<file path="config.mk">
export PLATFORM = sky130hd
export DESIGN_NAME = dbg_uart_loader
export DESIGN_NICKNAME = d
export VERILOG_FILES = /design/src/rtl/dbg_uart_loader.sv
export SDC_FILE = /design/constraint.sdc
export NUM_CORES = 1
export LEC_CHECK = 0
export BUFFER_PORTS_ARGS = -buffer_cell sky130_fd_sc_hd__buf_4
export CORE_MARGIN = 10
export CORE_UTILIZATION = 31
export DETAILED_ROUTE_END_ITERATION = 16
export PLACE_DENSITY_LB_ADDON = 0.2
export SYNTH_ARGS = -nofsm -noshare
export SYNTH_HDL_FRONTEND = slang
export SYNTH_SLANG_ARGS = --single-unit
</file>
<file path="constraint.sdc">
create_clock -name CLK -period 7.2 [get_ports CLK]
set_clock_uncertainty 0.2 [all_clocks]
set_input_delay 0.72 -clock CLK [delete_from_list [all_inputs] [get_ports CLK]]
set_output_delay 0.72 -clock CLK [all_outputs]
set_load 0.005 [all_outputs]
</file>
<file path="src/rtl/dbg_uart_loader.sv">
// Host-driven debug loader: UART byte frames become masked debug-memory writes while the CPU is held.
// Optional macro DBG_UART_LOADER_CKSUM_EN adds a trailing XOR checksum byte to write frames.
module dbg_uart_loader #(
  parameter int unsigned WR_CYCLES   = 2,
  parameter int unsigned TIMEOUT     = 100000,
  parameter bit          BOOT_HALTED = 1'b1,
  parameter logic [7:0]  ACK_BYTE    = 8'h06,
  parameter logic [7:0]  NAK_BYTE    = 8'h15
) (
  input  logic        CLK,
  input  logic        RES,
  input  logic [7:0]  rx_data,
  input  logic        rx_valid,
  output logic [7:0]  tx_data,
  output logic        tx_valid,
  input  logic        tx_ready,
  output logic        dbg_mem_op,
  output logic [3:0]  dbg_wren,
  output logic [31:0] dbg_adr,
  output logic [31:0] dbg_do,
  output logic        cpu_n_reset,
  output logic        err_overrun
);

  typedef enum logic [2:0] {
    S_IDLE, S_ADDR, S_DATA, S_CKSUM, S_WRITE, S_RESP
  } state_t;

  state_t      state_q, state_d;
  logic [1:0]  idx_q, idx_d;
  logic [3:0]  mask_q, mask_d;
  logic [31:0] addr_buf_q, addr_buf_d;
  logic [31:0] data_buf_q, data_buf_d;
  logic [31:0] tmo_q, tmo_d;
  logic [7:0]  wcnt_q, wcnt_d;
  logic [7:0]  tx_data_q, tx_data_d;
  logic        tx_valid_q, tx_valid_d;
  logic        mem_op_q, mem_op_d;
  logic [3:0]  wren_q, wren_d;
  logic [31:0] adr_q, adr_d;
  logic [31:0] do_q, do_d;
  logic        cpu_n_reset_q, cpu_n_reset_d;
  logic        err_overrun_q, err_overrun_d;
`ifdef DBG_UART_LOADER_CKSUM_EN
  logic [7:0]  cks_q, cks_d;
`endif

  logic        resp_en;
  logic [7:0]  resp_byte;
  logic        frame_done;
  logic        frame_ok;
  logic [31:0] frame_data;

  always_comb begin
    state_d       = state_q;
    idx_d         = idx_q;
    mask_d        = mask_q;
    addr_buf_d    = addr_buf_q;
    data_buf_d    = data_buf_q;
    tmo_d         = tmo_q;
    wcnt_d        = wcnt_q;
    tx_data_d     = tx_data_q;
    tx_valid_d    = tx_valid_q;
    mem_op_d      = mem_op_q;
    wren_d        = wren_q;
    adr_d         = adr_q;
    do_d          = do_q;
    cpu_n_reset_d = cpu_n_reset_q;
    err_overrun_d = err_overrun_q;
`ifdef DBG_UART_LOADER_CKSUM_EN
    cks_d         = cks_q;
`endif
    resp_en       = 1'b0;
    resp_byte     = NAK_BYTE;
    frame_done    = 1'b0;
    frame_ok      = 1'b0;
    frame_data    = data_buf_q;

    case (state_q)
      S_IDLE: begin
        if (rx_valid) begin
          if (rx_data[7:4] == 4'hA && rx_data[3:0] != 4'h0) begin
            mask_d  = rx_data[3:0];
            idx_d   = 2'd0;
            tmo_d   = 32'd0;
            state_d = S_ADDR;
`ifdef DBG_UART_LOADER_CKSUM_EN
            cks_d   = rx_data;
`endif
          end else if (rx_data == 8'hC0) begin
            cpu_n_reset_d = 1'b0;
            err_overrun_d = 1'b0;
            resp_en       = 1'b1;
            resp_byte     = ACK_BYTE;
          end else if (rx_data == 8'hC1) begin
            cpu_n_reset_d = 1'b1;
            resp_en       = 1'b1;
            resp_byte     = ACK_BYTE;
          end else begin
            resp_en       = 1'b1;
          end
        end
      end
      S_ADDR, S_DATA, S_CKSUM: begin
        if (rx_valid) begin
          tmo_d = 32'd0;
          idx_d = idx_q + 2'd1;
`ifdef DBG_UART_LOADER_CKSUM_EN
          cks_d = cks_q ^ rx_data;
`endif
          if (state_q == S_ADDR) begin
            addr_buf_d[{idx_q, 3'b000} +: 8] = rx_data;
            if (idx_q == 2'd3) state_d = S_DATA;
          end else if (state_q == S_DATA) begin
            data_buf_d[{idx_q, 3'b000} +: 8] = rx_data;
            if (idx_q == 2'd3) begin
`ifdef DBG_UART_LOADER_CKSUM_EN
              state_d = S_CKSUM;
`else
              frame_done = 1'b1;
              frame_ok   = 1'b1;
              frame_data = {rx_data, data_buf_q[23:0]};
`endif
            end
          end else begin
`ifdef DBG_UART_LOADER_CKSUM_EN
            frame_done = 1'b1;
            frame_ok   = (rx_data == cks_q);
            frame_data = data_buf_q;
`else
            state_d = S_IDLE;
`endif
          end
        end else if (tmo_q == TIMEOUT - 1) begin
          // Stale partial frame: drop silently, outputs untouched.
          state_d = S_IDLE;
        end else begin
          tmo_d = tmo_q + 32'd1;
        end
      end
      S_WRITE: begin
        if (rx_valid) err_overrun_d = 1'b1;
        // Address/data/mask were loaded on entry; raise the strobe one cycle later.
        if (!mem_op_q) begin
          mem_op_d = 1'b1;
          wcnt_d   = 8'd1;
        end else if (wcnt_q == 8'(WR_CYCLES)) begin
          mem_op_d  = 1'b0;
          wren_d    = 4'h0;
          resp_en   = 1'b1;
          resp_byte = ACK_BYTE;
        end else begin
          wcnt_d = wcnt_q + 8'd1;
        end
      end
      S_RESP: begin
        if (rx_valid) err_overrun_d = 1'b1;
        if (tx_ready) begin
          tx_valid_d = 1'b0;
          state_d    = S_IDLE;
        end
      end
      default: state_d = S_IDLE;
    endcase

    if (frame_done) begin
      if (frame_ok && !cpu_n_reset_q) begin
        adr_d   = addr_buf_q;
        do_d    = frame_data;
        wren_d  = mask_q;
        state_d = S_WRITE;
      end else begin
        resp_en = 1'b1;
      end
    end

    if (resp_en) begin
      tx_data_d  = resp_byte;
      tx_valid_d = 1'b1;
      state_d    = S_RESP;
    end
  end

  always_ff @(posedge CLK or posedge RES) begin
    if (RES) begin
      state_q       <= S_IDLE;
      idx_q         <= 2'd0;
      mask_q        <= 4'h0;
      addr_buf_q    <= 32'd0;
      data_buf_q    <= 32'd0;
      tmo_q         <= 32'd0;
      wcnt_q        <= 8'd0;
      tx_data_q     <= 8'h00;
      tx_valid_q    <= 1'b0;
      mem_op_q      <= 1'b0;
      wren_q        <= 4'h0;
      adr_q         <= 32'd0;
      do_q          <= 32'd0;
      cpu_n_reset_q <= ~BOOT_HALTED;
      err_overrun_q <= 1'b0;
`ifdef DBG_UART_LOADER_CKSUM_EN
      cks_q         <= 8'h00;
`endif
    end else begin
      state_q       <= state_d;
      idx_q         <= idx_d;
      mask_q        <= mask_d;
      addr_buf_q    <= addr_buf_d;
      data_buf_q    <= data_buf_d;
      tmo_q         <= tmo_d;
      wcnt_q        <= wcnt_d;
      tx_data_q     <= tx_data_d;
      tx_valid_q    <= tx_valid_d;
      mem_op_q      <= mem_op_d;
      wren_q        <= wren_d;
      adr_q         <= adr_d;
      do_q          <= do_d;
      cpu_n_reset_q <= cpu_n_reset_d;
      err_overrun_q <= err_overrun_d;
`ifdef DBG_UART_LOADER_CKSUM_EN
      cks_q         <= cks_d;
`endif
    end
  end

  assign tx_data     = tx_data_q;
  assign tx_valid    = tx_valid_q;
  assign dbg_mem_op  = mem_op_q;
  assign dbg_wren    = wren_q;
  assign dbg_adr     = adr_q;
  assign dbg_do      = do_q;
  assign cpu_n_reset = cpu_n_reset_q;
  assign err_overrun = err_overrun_q;

endmodule
</file>
==> impl_metrics.csv <==
group,metric,value,unit
grt,number_of_antenna_violations_at_the_first_check_in_global_routing,0,
cts,max-clock-path-buffers,2,
cells_and_area,final.fill_count,2520,
floorplanning,die_ar,0.0317,mm^2
cts,clock_tree.htree_level_count,4,
logic_synthesis,postSynth.asyncResetShare,1.00,
cts,root_buffer,"clkbuf_16",
worst_setup_path,end_kind,"register",
worst_setup_path,critPathMaxFanout,37,
timing,timing_worst_slew_pin_value,1.09,ns
timing,hold_ws,0.264,ns
power_and_ir_drop,vdd_drop_max,0.000102,V
place,dpl.hpwl,12.9,mm
worst_setup_path,worst_ep_arrival_time,3.05,ns
logic_synthesis,synth.mux.area_fraction,0.0165,
power_and_ir_drop,totalPowerFinal,2.66,mW
logic_synthesis,number_of_enable_flip_flop_cells_after_synthesis,0,
timing,fmax,342,MHz
detailed_routing,drt_wl_total,19.2,mm
logic_synthesis,postSynthRegisterBits,180,
cts,postCtsSetupRepairBufs,0,
detailed_routing,remaining_drc_errors,0,
place,globalplace.congestion,0.746,
cells_and_area,layout.cells.non_filler,1248,
logic_synthesis,synth_top_flop_cell,"dfrtp_1",
floorplanning,die-width,178,um
cells_and_area,final_design_area_no_fill,0.00926,mm^2
worst_setup_path,worst-endpoint-required,7.33,ns
cts,cts_inserted_buffers,17,
cells_and_area,n_antenna_cell,0,
logic_synthesis,synthesis.instances,838,
logic_synthesis,synthXorXnorAreaFrac,0.0181,
cells_and_area,final_core_util,0.379,
detailed_routing,num_vias,5821,
place,port-buffer-count,87,
timing,rsz0062_at_grt,"false",
timing,setup_tns,0,ns
timing,setup_viol,0,
cts,cts_tree,"done",
logic_synthesis,post_synth_and_or_nand_nor_area_fraction,0.258,
flow_run,timing.max_cap.violations,0,
cells_and_area,post_synthesis_to_final_layout_area_growth,19.8,%
power_and_ir_drop,leakage,4.49,nW
place,dp_cells,1216,
cells_and_area,final_net_count,931,
logic_synthesis,syn_warnings,0,
cells_and_area,layout.cells.most_common,"nand2_1",
detailed_routing,final_ant_viol_nets,0,
logic_synthesis,yosys.area_share.adder,0.0129,
grt,via_count_of_the_first_global_routing_pass,5792,
cells_and_area,layout_common_cells,"nand2_1, dfrtp_1, buf_4, o21ai_0, nor2_1",
worst_setup_path,critical_path_buf_inv_count,1,
timing,layout_worst_path_cycle_share,0.406,
cts,cts_hold_buffers,0,
detailed_routing,first_iter_violations,510,
run_status,status,"finished clean",
worst_setup_path,crit_path_cell_trace,"and4bb_2, nand2_1, nor2_4, buf_4, nor2_1, a22o_1",
detailed_routing,wl_cell,15.4,um
cts,path_clk_slew,0.07,ns
place,placed_cell_area,0.00867,mm^2
logic_synthesis,synth_cell_types,51,
floorplanning,starting_density,0.316,
place,placement.setup.worst_slack,4.05,ns
worst_setup_path,cp-start-kind,"register",
logic_synthesis,seq_area_frac_synth,0.583,
grt,grt_overflow,0,
floorplanning,design.core.area,0.0245,mm^2
timing,timing.slew.headroom,0.273,
worst_setup_path,worst-setup-path-type,"register to register",
logic_synthesis,postSynthAreaPerCell,9.23,um^2
cells_and_area,layout_cells_sized_above_1,0.149,
floorplanning,fp-row-count,57,
cts,post_cts_resized,0,
timing,drv_slew,0,
logic_synthesis,synth_top_cells_by_area,"dfrtp_1, nand2_1, o21ai_0, nand3_1, xnor2_1",
grt,grt_usage,0.125,
worst_setup_path,crit_family,"simple AND/OR/NAND/NOR gates",
logic_synthesis,largest_family_of_logic_cells_by_synthesized_area,"simple AND/OR/NAND/NOR gates",
logic_synthesis,synth_top_area_cell,"dfrtp_1",
power_and_ir_drop,power_density,288,mW/mm^2
logic_synthesis,synth-compound-area-share,0.0808,
cts,clk_latency,0.44,ns
logic_synthesis,cell_area_after_technology_mapping,0.00773,mm^2
floorplanning,ioPinCount,92,
worst_setup_path,delay_of_the_slowest_critical_path_stage,0.65,ns
worst_hold_path,hold_crit_path_type,"input pin to async pin",
timing,final_min_period,2.92,ns
logic_synthesis,yosys.area.top_type_share,0.583,
timing,hold_viol,0,
detailed_routing,routed_via_density,4.66,
worst_setup_path,crit_slowest_cell,"nor2_4",
floorplanning,dieHeight,178,um
timing,layout_setup_ws,4.28,ns
grt,maximum_number_of_pins_on_one_net_before_global_route_repair,114,
grt,grt_first_pass_wirelength,31.8,mm
cts,clkSinkCount,180,
detailed_routing,drt_pre_antenna_iters,4,
==> layer usage <==
layer	track usage	vias up	part of all wire
met5	0	-	0
li1	-	2932	-
met1	0.164	2777	0.47
met3	0.0327	13	0.048
met2	0.199	99	0.47
met4	0.0361	0	0.0074
==> flip-flops by register name, indices dropped and copies added, names as in the netlist, 2 cells and up <==
signal	flops
addr_buf_q	32
data_buf_q	24
dbg_adr	32
dbg_do	32
dbg_wren	4
idx_q	2
mask_q	4
state_q	3
tmo_q	32
tx_data	3
wcnt_q	8
==> power breakdown <==
part | switching (mW) | internal (mW)
Sequential | 0.125 | 1.14
Clock | 0.428 | 0.523
Combinational | 0.275 | 0.175
Total | 0.828 | 1.84
==> final timing paths <==
kind / from / to / slack [ns] / depth (start not counted)
max: state_q[2]$_DFF_PP0_ / dbg_wren[3]$_DFF_PP0_ / 4.28 / 6
min in group CLK: data_buf_q[3]$_DFFE_PP0P_ / dbg_do[3]$_DFFE_PP0P_ / 0.27 / 2
min reg2reg: data_buf_q[3]$_DFFE_PP0P_ / dbg_do[3]$_DFFE_PP0P_ / 0.27 / 2
max reg2reg: state_q[2]$_DFF_PP0_ / dbg_wren[3]$_DFF_PP0_ / 4.28 / 6
min: RES / dbg_do[10]$_DFFE_PP0P_ / 0.26 / 2
max in group asynchronous: RES / state_q[2]$_DFF_PP0_ / 5.07 / 3
==> synth_stat cells, types with 2 or more instances <==
library cell  count
nand2_1         318
dfrtp_1         180
o21ai_0          77
nor2_1           27
clkbuf_1         24
nand3_1          24
a21oi_1          16
inv_1            16
nor3_1           14
or3_1            13
xnor2_1          13
nor4_1           11
nand4_1           9
ha_1              8
buf_2             7
nand2b_1          7
mux2_2            6
mux2i_1           6
a22o_1            5
buf_4             5
and3_1            4
buf_1             4
and4_1            3
nor2b_1           3
nor3b_1           3
nor4b_1           3
xor2_1            3
o21a_1            2
o31ai_1           2
o41ai_1           2
or2_2             2
or4_1             2
==> layout make-up <==
type                    count  area, um^2  area share
flip-flops and latches    180        4500       0.486
repair buffers             91         683      0.0738
inverters                  16        65.1     0.00703
multi-input cells         605        3010       0.325
clock buffers              18         429      0.0463
well taps                 324         405      0.0438
clock inverters            14         165      0.0178
==> logic make-up (layout without fill, tap and decap cells) <==
| logic type | Yosys count | after routing |
|---|---|---|
| simple gates | 453 | 453 |
| compound gates | 112 | 112 |
| buf+inv | 56 | 139 |
| mux | 12 | 12 |
| xor+xnor | 16 | 16 |
| flops | 180 | 180 |
| fa+ha+maj | 8 | 8 |
| other cells | 1 | 4 |
Power figures use the tool's default switching activity.
